`src/rtl/morse_stream_decoder_pkg.sv`:
```
// Shared Morse decoder types: symbol codes, ASCII constants, FSM state and the
// letter/digit lookup table keyed by {len, pattern} (pattern LSB = newest element, 1 = dash).
package morse_pkg;

  localparam logic [1:0] SYM_DOT  = 2'b10;
  localparam logic [1:0] SYM_DASH = 2'b11;
  localparam logic [1:0] SYM_EOL  = 2'b01;
  localparam logic [1:0] SYM_EOW  = 2'b00;

  localparam logic [7:0] ASCII_SPACE = 8'h20;
  localparam logic [7:0] ASCII_NUL   = 8'h00;

  typedef enum logic {
    ST_COLLECT = 1'b0,
    ST_EMIT    = 1'b1
  } state_t;

  // Key fields are sized for the largest legal MAX_ELEMS (8).
  typedef struct packed {
    logic [3:0] len;
    logic [7:0] pat;
    logic [7:0] ascii;
  } lut_entry_t;

  localparam int N_BASE = 36;

  localparam lut_entry_t BASE_TABLE [N_BASE] = '{
    {4'd2, 8'b01,    8'h41}, {4'd4, 8'b1000,  8'h42}, {4'd4, 8'b1010,  8'h43},
    {4'd3, 8'b100,   8'h44}, {4'd1, 8'b0,     8'h45}, {4'd4, 8'b0010,  8'h46},
    {4'd3, 8'b110,   8'h47}, {4'd4, 8'b0000,  8'h48}, {4'd2, 8'b00,    8'h49},
    {4'd4, 8'b0111,  8'h4A}, {4'd3, 8'b101,   8'h4B}, {4'd4, 8'b0100,  8'h4C},
    {4'd2, 8'b11,    8'h4D}, {4'd2, 8'b10,    8'h4E}, {4'd3, 8'b111,   8'h4F},
    {4'd4, 8'b0110,  8'h50}, {4'd4, 8'b1101,  8'h51}, {4'd3, 8'b010,   8'h52},
    {4'd3, 8'b000,   8'h53}, {4'd1, 8'b1,     8'h54}, {4'd3, 8'b001,   8'h55},
    {4'd4, 8'b0001,  8'h56}, {4'd3, 8'b011,   8'h57}, {4'd4, 8'b1001,  8'h58},
    {4'd4, 8'b1011,  8'h59}, {4'd4, 8'b1100,  8'h5A},
    {4'd5, 8'b11111, 8'h30}, {4'd5, 8'b01111, 8'h31}, {4'd5, 8'b00111, 8'h32},
    {4'd5, 8'b00011, 8'h33}, {4'd5, 8'b00001, 8'h34}, {4'd5, 8'b00000, 8'h35},
    {4'd5, 8'b10000, 8'h36}, {4'd5, 8'b11000, 8'h37}, {4'd5, 8'b11100, 8'h38},
    {4'd5, 8'b11110, 8'h39}
  };

endpackage

```
`src/rtl/morse_stream_decoder_if.sv`:
```
// Symbol-in / character-out handshake bundle of the Morse decoder.
// slave = decoder side, master = symbol producer and text sink side.
interface morse_stream_decoder_if #(
  parameter int CNT_W = 8
);
  logic             sym_valid;
  logic             sym_ready;
  logic [1:0]       sym;
  logic             out_valid;
  logic             out_ready;
  logic [7:0]       ascii_out;
  logic             out_err;
  logic [CNT_W-1:0] err_count;

  modport master (
    output sym_valid, sym, out_ready,
    input  sym_ready, out_valid, ascii_out, out_err, err_count
  );

  modport slave (
    input  sym_valid, sym, out_ready,
    output sym_ready, out_valid, ascii_out, out_err, err_count
  );
endinterface

```
`src/rtl/morse_stream_decoder_lut.sv`:
```
// Combinational {len, pattern} -> ASCII lookup, zero latency, no handshake.
// MORSE_PUNCT_EN adds '.', ',' and '?' (needs MAX_ELEMS >= 6).
module morse_lut
  import morse_pkg::*;
#(
  parameter int MAX_ELEMS = 5
) (
  input  logic [$clog2(MAX_ELEMS+1)-1:0] i_len,
  input  logic [MAX_ELEMS-1:0]           i_pattern,
  output logic [7:0]                     o_ascii,
  output logic                           o_hit
);

  if (MAX_ELEMS < 5 || MAX_ELEMS > 8) begin : g_bad_max_elems
    $error("morse_lut: MAX_ELEMS must be within 5..8");
  end

`ifdef MORSE_PUNCT_EN
  localparam int N_PUNCT = 3;
  localparam lut_entry_t PUNCT_TABLE [N_PUNCT] = '{
    {4'd6, 8'b010101, 8'h2E},
    {4'd6, 8'b110011, 8'h2C},
    {4'd6, 8'b001100, 8'h3F}
  };

  if (MAX_ELEMS < 6) begin : g_punct_too_short
    $error("morse_lut: MORSE_PUNCT_EN needs MAX_ELEMS >= 6");
  end
`endif

  logic [3:0] w_len;
  logic [7:0] w_pat;

  assign w_len = 4'(i_len);
  assign w_pat = 8'(i_pattern);

  // Keys are unique, so at most one entry can match.
  always_comb begin
    o_ascii = ASCII_NUL;
    o_hit   = 1'b0;
    for (int i = 0; i < N_BASE; i++) begin
      if (BASE_TABLE[i].len == w_len && BASE_TABLE[i].pat == w_pat) begin
        o_ascii = BASE_TABLE[i].ascii;
        o_hit   = 1'b1;
      end
    end
`ifdef MORSE_PUNCT_EN
    for (int i = 0; i < N_PUNCT; i++) begin
      if (PUNCT_TABLE[i].len == w_len && PUNCT_TABLE[i].pat == w_pat) begin
        o_ascii = PUNCT_TABLE[i].ascii;
        o_hit   = 1'b1;
      end
    end
`endif
  end

endmodule

```
`src/rtl/morse_stream_decoder.sv`:
```
// Morse symbol stream -> ASCII bytes; a character is valid the cycle after its EOL/EOW is taken.
// sym_ready drops while a character waits on out_ready (optional MORSE_PUNCT_EN adds punctuation).
module morse_stream_decoder
  import morse_pkg::*;
#(
  parameter int MAX_ELEMS = 5,
  parameter int CNT_W     = 8
) (
  input  logic                   clk,
  input  logic                   rst_n,
  morse_stream_decoder_if.slave  bus
);

  localparam int                LEN_W   = $clog2(MAX_ELEMS + 1);
  localparam logic [LEN_W-1:0]  MAX_LEN = LEN_W'(MAX_ELEMS);

  state_t               r_state;
  logic [MAX_ELEMS-1:0] r_pattern;
  logic [LEN_W-1:0]     r_len;
  logic                 r_ovf;
  logic                 r_space_pend;
  logic                 r_last_space;
  logic                 r_out_valid;
  logic [7:0]           r_ascii;
  logic                 r_err;
  logic [CNT_W-1:0]     r_err_cnt;

  logic [7:0] w_lut_ascii;
  logic       w_lut_hit;
  logic       w_sym_acc;
  logic       w_out_acc;
  logic       w_pending;
  logic       w_bad;
  logic [7:0] w_letter_ascii;

  morse_lut #(.MAX_ELEMS(MAX_ELEMS)) u_lut (
    .i_len     (r_len),
    .i_pattern (r_pattern),
    .o_ascii   (w_lut_ascii),
    .o_hit     (w_lut_hit)
  );

  assign w_sym_acc      = bus.sym_valid && (r_state == ST_COLLECT);
  assign w_out_acc      = r_out_valid && bus.out_ready;
  assign w_pending      = (r_len != '0) || r_ovf;
  assign w_bad          = r_ovf || !w_lut_hit;
  assign w_letter_ascii = w_bad ? ASCII_NUL : w_lut_ascii;

  always_ff @(posedge clk or negedge rst_n) begin
    if (!rst_n) begin
      r_state      <= ST_COLLECT;
      r_pattern    <= '0;
      r_len        <= '0;
      r_ovf        <= 1'b0;
      r_space_pend <= 1'b0;
      r_last_space <= 1'b0;
      r_out_valid  <= 1'b0;
      r_ascii      <= ASCII_NUL;
      r_err        <= 1'b0;
      r_err_cnt    <= '0;
    end else begin
      case (r_state)
        ST_COLLECT: begin
          if (w_sym_acc) begin
            case (bus.sym)
              SYM_DOT, SYM_DASH: begin
                if (r_len < MAX_LEN) begin
                  r_pattern <= {r_pattern[MAX_ELEMS-2:0], bus.sym[0]};
                  r_len     <= r_len + LEN_W'(1);
                end else begin
                  r_ovf <= 1'b1;
                end
              end
              SYM_EOL: begin
                if (w_pending) begin
                  r_ascii     <= w_letter_ascii;
                  r_err       <= w_bad;
                  r_out_valid <= 1'b1;
                  r_state     <= ST_EMIT;
                end
              end
              default: begin
                // End-of-word: flush any letter first, then one space; repeated gaps collapse.
                if (w_pending) begin
                  r_ascii      <= w_letter_ascii;
                  r_err        <= w_bad;
                  r_space_pend <= 1'b1;
                  r_out_valid  <= 1'b1;
                  r_state      <= ST_EMIT;
                end else if (!r_last_space) begin
                  r_ascii     <= ASCII_SPACE;
                  r_err       <= 1'b0;
                  r_out_valid <= 1'b1;
                  r_state     <= ST_EMIT;
                end
              end
            endcase
          end
        end
        ST_EMIT: begin
          if (w_out_acc) begin
            r_last_space <= (r_ascii == ASCII_SPACE);
            if (r_err && (r_err_cnt != '1)) begin
              r_err_cnt <= r_err_cnt + CNT_W'(1);
            end
            if (r_space_pend) begin
              r_ascii      <= ASCII_SPACE;
              r_err        <= 1'b0;
              r_space_pend <= 1'b0;
            end else begin
              r_len       <= '0;
              r_pattern   <= '0;
              r_ovf       <= 1'b0;
              r_out_valid <= 1'b0;
              r_state     <= ST_COLLECT;
            end
          end
        end
        default: r_state <= ST_COLLECT;
      endcase
    end
  end

  assign bus.sym_ready = (r_state == ST_COLLECT);
  assign bus.out_valid = r_out_valid;
  assign bus.ascii_out = r_ascii;
  assign bus.out_err   = r_err;
  assign bus.err_count = r_err_cnt;

endmodule

```
`src/flat_wrapper.sv`:
```
// flat-port wrapper written by rule: the top's interface ports become plain ports
module morse_stream_decoder_flat import morse_pkg::*;
#(
  parameter int MAX_ELEMS = 5,
  parameter int CNT_W     = 8
)
  (clk, rst_n, bus_sym_valid, bus_sym, bus_out_ready, bus_sym_ready, bus_out_valid, bus_ascii_out, bus_out_err, bus_err_count);
  morse_stream_decoder_if #(.CNT_W(CNT_W)) bus_i ();
  input  logic clk;
  input  logic rst_n;
  input wire logic [$bits(bus_i.sym_valid)-1:0] bus_sym_valid;
  input wire logic [$bits(bus_i.sym)-1:0] bus_sym;
  input wire logic [$bits(bus_i.out_ready)-1:0] bus_out_ready;
  output wire logic [$bits(bus_i.sym_ready)-1:0] bus_sym_ready;
  output wire logic [$bits(bus_i.out_valid)-1:0] bus_out_valid;
  output wire logic [$bits(bus_i.ascii_out)-1:0] bus_ascii_out;
  output wire logic [$bits(bus_i.out_err)-1:0] bus_out_err;
  output wire logic [$bits(bus_i.err_count)-1:0] bus_err_count;
  assign bus_i.sym_valid = bus_sym_valid;
  assign bus_i.sym = bus_sym;
  assign bus_i.out_ready = bus_out_ready;
  assign bus_sym_ready = bus_i.sym_ready;
  assign bus_out_valid = bus_i.out_valid;
  assign bus_ascii_out = bus_i.ascii_out;
  assign bus_out_err = bus_i.out_err;
  assign bus_err_count = bus_i.err_count;
  morse_stream_decoder #(.MAX_ELEMS(MAX_ELEMS), .CNT_W(CNT_W)) u_core (.clk(clk), .rst_n(rst_n), .bus(bus_i));
endmodule
```
`config.mk`:
```
export PLATFORM = sky130hd
export DESIGN_NAME = morse_stream_decoder_flat
export DESIGN_NICKNAME = d
export VERILOG_FILES = /design/src/rtl/morse_stream_decoder_pkg.sv /design/src/rtl/morse_stream_decoder_if.sv /design/src/rtl/morse_stream_decoder_lut.sv /design/src/rtl/morse_stream_decoder.sv /design/src/flat_wrapper.sv
export SDC_FILE = /design/constraint.sdc
export NUM_CORES = 1
export LEC_CHECK = 0
export BUFFER_PORTS_ARGS = -buffer_cell sky130_fd_sc_hd__buf_2
export CAP_MARGIN = 0
export CELL_PAD_IN_SITES_DETAIL_PLACEMENT = 0
export CELL_PAD_IN_SITES_GLOBAL_PLACEMENT = 1
export CORE_UTILIZATION = 35
export CTS_CLUSTER_DIAMETER = 30
export DETAILED_ROUTE_END_ITERATION = 10
export HOLD_SLACK_MARGIN = 0.06
export PLACE_DENSITY_LB_ADDON = 0.1
export SKIP_CTS_REPAIR_TIMING = 1
export SYNTH_ARGS = -nofsm -noshare
export SYNTH_HDL_FRONTEND = slang
export SYNTH_SLANG_ARGS = --single-unit
```
`constraint.sdc`:
```
create_clock -name clk -period 2.7 [get_ports clk]
set_input_delay 0 -clock clk [delete_from_list [all_inputs] [get_ports clk]]
set_output_delay 0 -clock clk [all_outputs]
set_load 0.02 [all_outputs]
```
# Word level (Yosys, flattened, before mapping)
# Index checks and enable logic that the tools add are counted.
# totals
register_bits,30
in_bits,6
out_inout_bits,19
# classes
n_addsub,2
magnitude_cmp,1
n_eq_ne,41
mux,125
bitwise_logic,1
reduce_logical,53
# op_table
op,n
$mux W8,42
$mux W1,60
$logic_and A1 B1 Y1,39
$eq A4 B5 Y1 const A,7
$pmux W8 S2,2
$eq A5 B5 Y1 const A,5
$mux W5,5
$eq A3 B5 Y1 const A,4
$pmux W1 S2,8
$mux W3,5
$ne A2 B2 Y1 const B,6
$reduce_and A6 Y1,2
$eq A2 B5 Y1 const A,2
$pmux W5 S2,1
$reduce_and A5 Y1,2
$add A8 B1 Y8 const B,1
$eq A8 B6 Y1 const B,1
$logic_not A8 Y1,1
$ne A2 B1 Y1 const B,4
$ne A8 B8 Y1 const B,1
$mux W7,1
$eq A2 B3 Y1 const A,2
$eq A3 B3 Y1 const A,2
$pmux W3 S2,1
other kinds (17),19

# Depth between registers and ports, before layout
# depth
ltp_word,45
depth_mapped,10

# Cells and area by module
# Synthesis repeated with hierarchy kept, for this count alone.
# unflattened
cells_unflattened,260
hier_area_um2,2316.0
# by_module_without_submodules
module,n_inst,cells_per_inst,area_each_um2,seq_area_each_um2
morse_stream_decoder,1,145,1521.5,750.7
morse_lut,1,115,794.5,0.0

# Worst setup path after synthesis
# Ideal clock, no wire load.
# synth_path
path_type,register to register
start,reg u_core.r_len[0]
end,reg u_core.r_ascii[0] (netlist: u_core.bus.ascii_out[0])
setup_ps,121
arrival_time_ps,2004
setup_slack_ps,575
stages_incl_launch_ff,9
path_cell_list,dfrtp_1 -> ha_1 -> ha_1 -> nand2b_1 -> a211oi_1 -> a311oi_1 -> a2111oi_0 -> o21ai_1 -> a32o_2
# synth_between
elab_chain_cells,45
# synth_rtl
item,line_no,rtl
from (decl),morse_stream_decoder.sv:19,logic [LEN_W-1:0] r_len;
from (signal assigned),morse_stream_decoder.sv:69,r_len <= r_len + LEN_W'(1);
$eq A2 B3 Y1,morse_stream_decoder_lut.sv:42,if (BASE_TABLE[i].len == w_len && BASE_TABLE[i].pat == w_pat) begin
$logic_and A1 B1 Y1,morse_stream_decoder_lut.sv:42,
$mux W1 (36 in a row),morse_stream_decoder_lut.sv:42,
$logic_not A1 Y1,morse_stream_decoder.sv:46,assign w_bad = r_ovf || !w_lut_hit;
$logic_or A1 B1 Y1,morse_stream_decoder.sv:46,
$mux W8,morse_stream_decoder.sv:47,assign w_letter_ascii = w_bad ? ASCII_NUL : w_lut_ascii;
$mux W8 (on tied branches),"morse_stream_decoder.sv:84, morse_stream_decoder.sv:75",
$pmux W8 S2,morse_stream_decoder.sv:65,case (bus.sym)
$mux W8,morse_stream_decoder.sv:64,if (w_sym_acc) begin
$pmux W8 S2,morse_stream_decoder.sv:62,case (r_state)
to (signal assigned),morse_stream_decoder.sv:76,r_ascii <= w_letter_ascii;
to (signal assigned),morse_stream_decoder.sv:85,r_ascii <= w_letter_ascii;
to (decl),morse_stream_decoder.sv:24,logic [7:0] r_ascii;
# Several ways; a longest one is shown, not always the timed one. The select of a mux whose other input is x is not followed.
# A chain may end at the register's enable or synchronous reset.

# Worst setup path after layout
# Same ends and word-level chain as after synthesis.

==> impl_metrics.ini <==
[min_path]
whs_path_depth = 4
min_to = u_core.r_state$_DFF_PN0_
hold_path_class = input port to register
hp-start = bus_out_ready

[place]
port_buffers = 23
placed_cell_area_mm2 = 0.002352
pre_cts_ws_ns = 0.3539
dpl.hpwl_um = 4319
gp_congestion = 0.8183
post-place-cells = 334

[yosys]
synth.most_common_cell = dfrtp_1
seq_area_frac_synth = 0.3288
synthArstFlopShare = 1.000
syn_area_per_cell_um2 = 9.009
syn-cell-area_mm2 = 0.002207
synth_area_leaders = dfrtp_1, nand2_1, o21ai_0
ys_ff_latch = 29
synth_top_area_frac = 0.3288
ys_types = 66
synth-edff-count = 0
synth_common_cells = dfrtp_1, nand2_1, nor2_1
yosysTopAreaCell = dfrtp_1
syn_nets = 257
yosys_warnings = 0
syn-instance-count = 245
ys.flop_type = dfrtp_1

[floorplanning]
start_util = 0.3684
io_pins = 25
placementRows = 28
die-height_um = 81.41
coreArea_mm2 = 0.005991
die_w_um = 81.41
die_area_mm2 = 0.006628

[worst_setup_path]
ff2ff_setup_slack_ns = 0.34
worst_setup_path_end_kind = register
r2r.worst_path.cells = 8
path_class = register to register
cp.arrival_ns = 2.52
critPathLaunchType = register
required_ns = 2.87
r2r-start = u_core.r_len[0]$_DFFE_PN0P_
reg2reg_to = u_core.bus.ascii_out[0]$_DFFE_PN0P_
critical_path.max_fanout = 9

[clock_tree]
cts_tree = yes
cts_sinks = 29
cts_buffers = 5
cts_root_buf = clkbuf_8
insertion_delay_ns = 0.28
htree_num_levels = 2
clk_pin_slew_ns = 0.06
clockBufferDepth = 2

[timing]
setup_viol = 0
setup_slack_ns = 0.3417
rsz0062_at_grt = false
timing.final.crit_period_ns = 2.358
drv_slew = 0
worst_pin_slew_ns = 0.6681
finClkSkew_ns = 0.006625
fin_tns_setup_ns = 0
final_hold_viol_count = 0
relSlewSlack = 0.5546
timing.fmax_mhz = 424.0
fin_crit_sh = 0.8735
hold_slack_ns = 0.05884

[routing]
ant_nets = 0
drt-vias-per-instance = 5.669
drc = 0
dr.pass1.iters = 4
vias = 1950
drt_iter0_drc = 148
wl_per_cell_um = 16.85
wl_um = 5797

[grt]
grt_usage = 0.1832
grt_pass1_wl_um = 9142
antenna_found_initial = 0
grt_max_degree = 30
overflow = 0
grt_pass1_vias = 1822

[power_and_ir_drop]
p_leak_nw = 1.128
power_mw = 2.947
max-vdd-ir-drop_v = 0.0006146
powerDensity_mw_per_mm2 = 1200

[finish]
fin_nets = 280
multi_input_area_mm2 = 0.001300
layout.area.seq_um2 = 725.7
n_antenna_cell = 0
final_cells = 344
drive_gt1_frac = 0.2156
num-fill-cells = 609
postLayoutCoreUtil = 0.4098
stdcell_area_mm2 = 0.002455
area_delta_synth_final_pct = 11.22

[run_status]
run_status = completed

[flow_run]
cap_violations = 0
[cells in the final DEF (no fill, tap or decap), types with 3 or more instances in the layout]
cell / instances
a21o_1: 3
a21oi_1: 9
a22o_1: 9
a32oi_1: 5
and2_1: 3
and3_1: 3
buf_2: 23
buf_4: 8
clkbuf_8: 5
dfrtp_1: 29
ha_1: 6
inv_1: 9
mux2_2: 3
nand2_1: 25
nand2b_1: 5
nand3_1: 8
nand4_1: 4
nor2_1: 18
nor2b_1: 7
nor3_1: 4
o21ai_0: 17
o41ai_1: 3
xnor2_1: 4
xor2_1: 3
[registers in the layout, summed over array words and instances, names as in the netlist]
name	flops
u_core.r_len	3
u_core.r_state	1
u_core.bus.out_valid	1
u_core.bus.ascii_out	7
u_core.r_ovf	1
u_core.r_space_pend	1
u_core.bus.err_count	8
u_core.r_last_space	1
u_core.r_pattern	5
u_core.bus.out_err	1
[area by class of cell]
class | instances | area share
clock buffer | 6 | 0.02956
timing repair buffer | 34 | 0.08767
tap | 75 | 0.03823
clock inverter | 2 | 0.004077
inverter | 10 | 0.01529
sequential | 29 | 0.2956
multi-input combinational | 188 | 0.5296
[power breakdown]
part,internal (mW),switching (mW),leakage [nW]
Sequential,0.592,0.294,0.382
Clock,0.178,0.162,0.0450
Combinational,0.743,0.977,0.702
Total,1.51,1.43,1.13
[worst max path at each step]
| stage | from | to | slack (ns) | depth (start not counted) |
|---|---|---|---|---|
| 2_1_floorplan | u_core.r_len[0]$_DFFE_PN0P_ | u_core.bus.ascii_out[0]$_DFFE_PN0P_ | 0.57 | 8 |
| 3_3_place_gp | u_core.r_len[0]$_DFFE_PN0P_ | u_core.bus.ascii_out[0]$_DFFE_PN0P_ | 0.37 | 8 |
| 3_5_place_dp | u_core.r_len[0]$_DFFE_PN0P_ | u_core.bus.ascii_out[0]$_DFFE_PN0P_ | 0.35 | 8 |
| 4_1_cts | u_core.r_len[0]$_DFFE_PN0P_ | u_core.bus.ascii_out[0]$_DFFE_PN0P_ | 0.35 | 8 |
| 5_1_grt | u_core.r_len[0]$_DFFE_PN0P_ | u_core.bus.ascii_out[0]$_DFFE_PN0P_ | 0.25 | 8 |
| 6_report | u_core.r_len[0]$_DFFE_PN0P_ | u_core.bus.ascii_out[0]$_DFFE_PN0P_ | 0.34 | 8 |
[cell families (layout without fill, tap and decap cells)]
family | after synthesis | after routing | synth area share
AOI/OAI and AO/OA | 74 | 74 | 0.2574
muxes | 5 | 5 | 0.02891
DFF | 29 | 29 | 0.3288
buffers and inverters | 28 | 52 | 0.08219
other | 1 | 1 | 0.001699
xor gates and xnor gates | 7 | 7 | 0.02778
and+or+nand+nor | 95 | 95 | 0.2392
adders and majority gates | 6 | 6 | 0.03401
[metal layers]
metal	track usage	up-vias	wire length, um
met5	0	-	0
met4	0.04107	0	28
li1	-	951	-
met1	0.2551	941	2877
met3	0.04111	5	270
met2	0.2867	53	2620
[critical path: stages (launching register included)]
cell and delay, ns:
dfrtp_1 0.42, ha_1 0.22, ha_1 0.31, nand2b_1 0.18, a211oi_1 0.25, a311oi_1 0.08, a2111oi_0 0.41, o21ai_1 0.12
a32o_2 0.27
(Power assumes the default switching activity.)
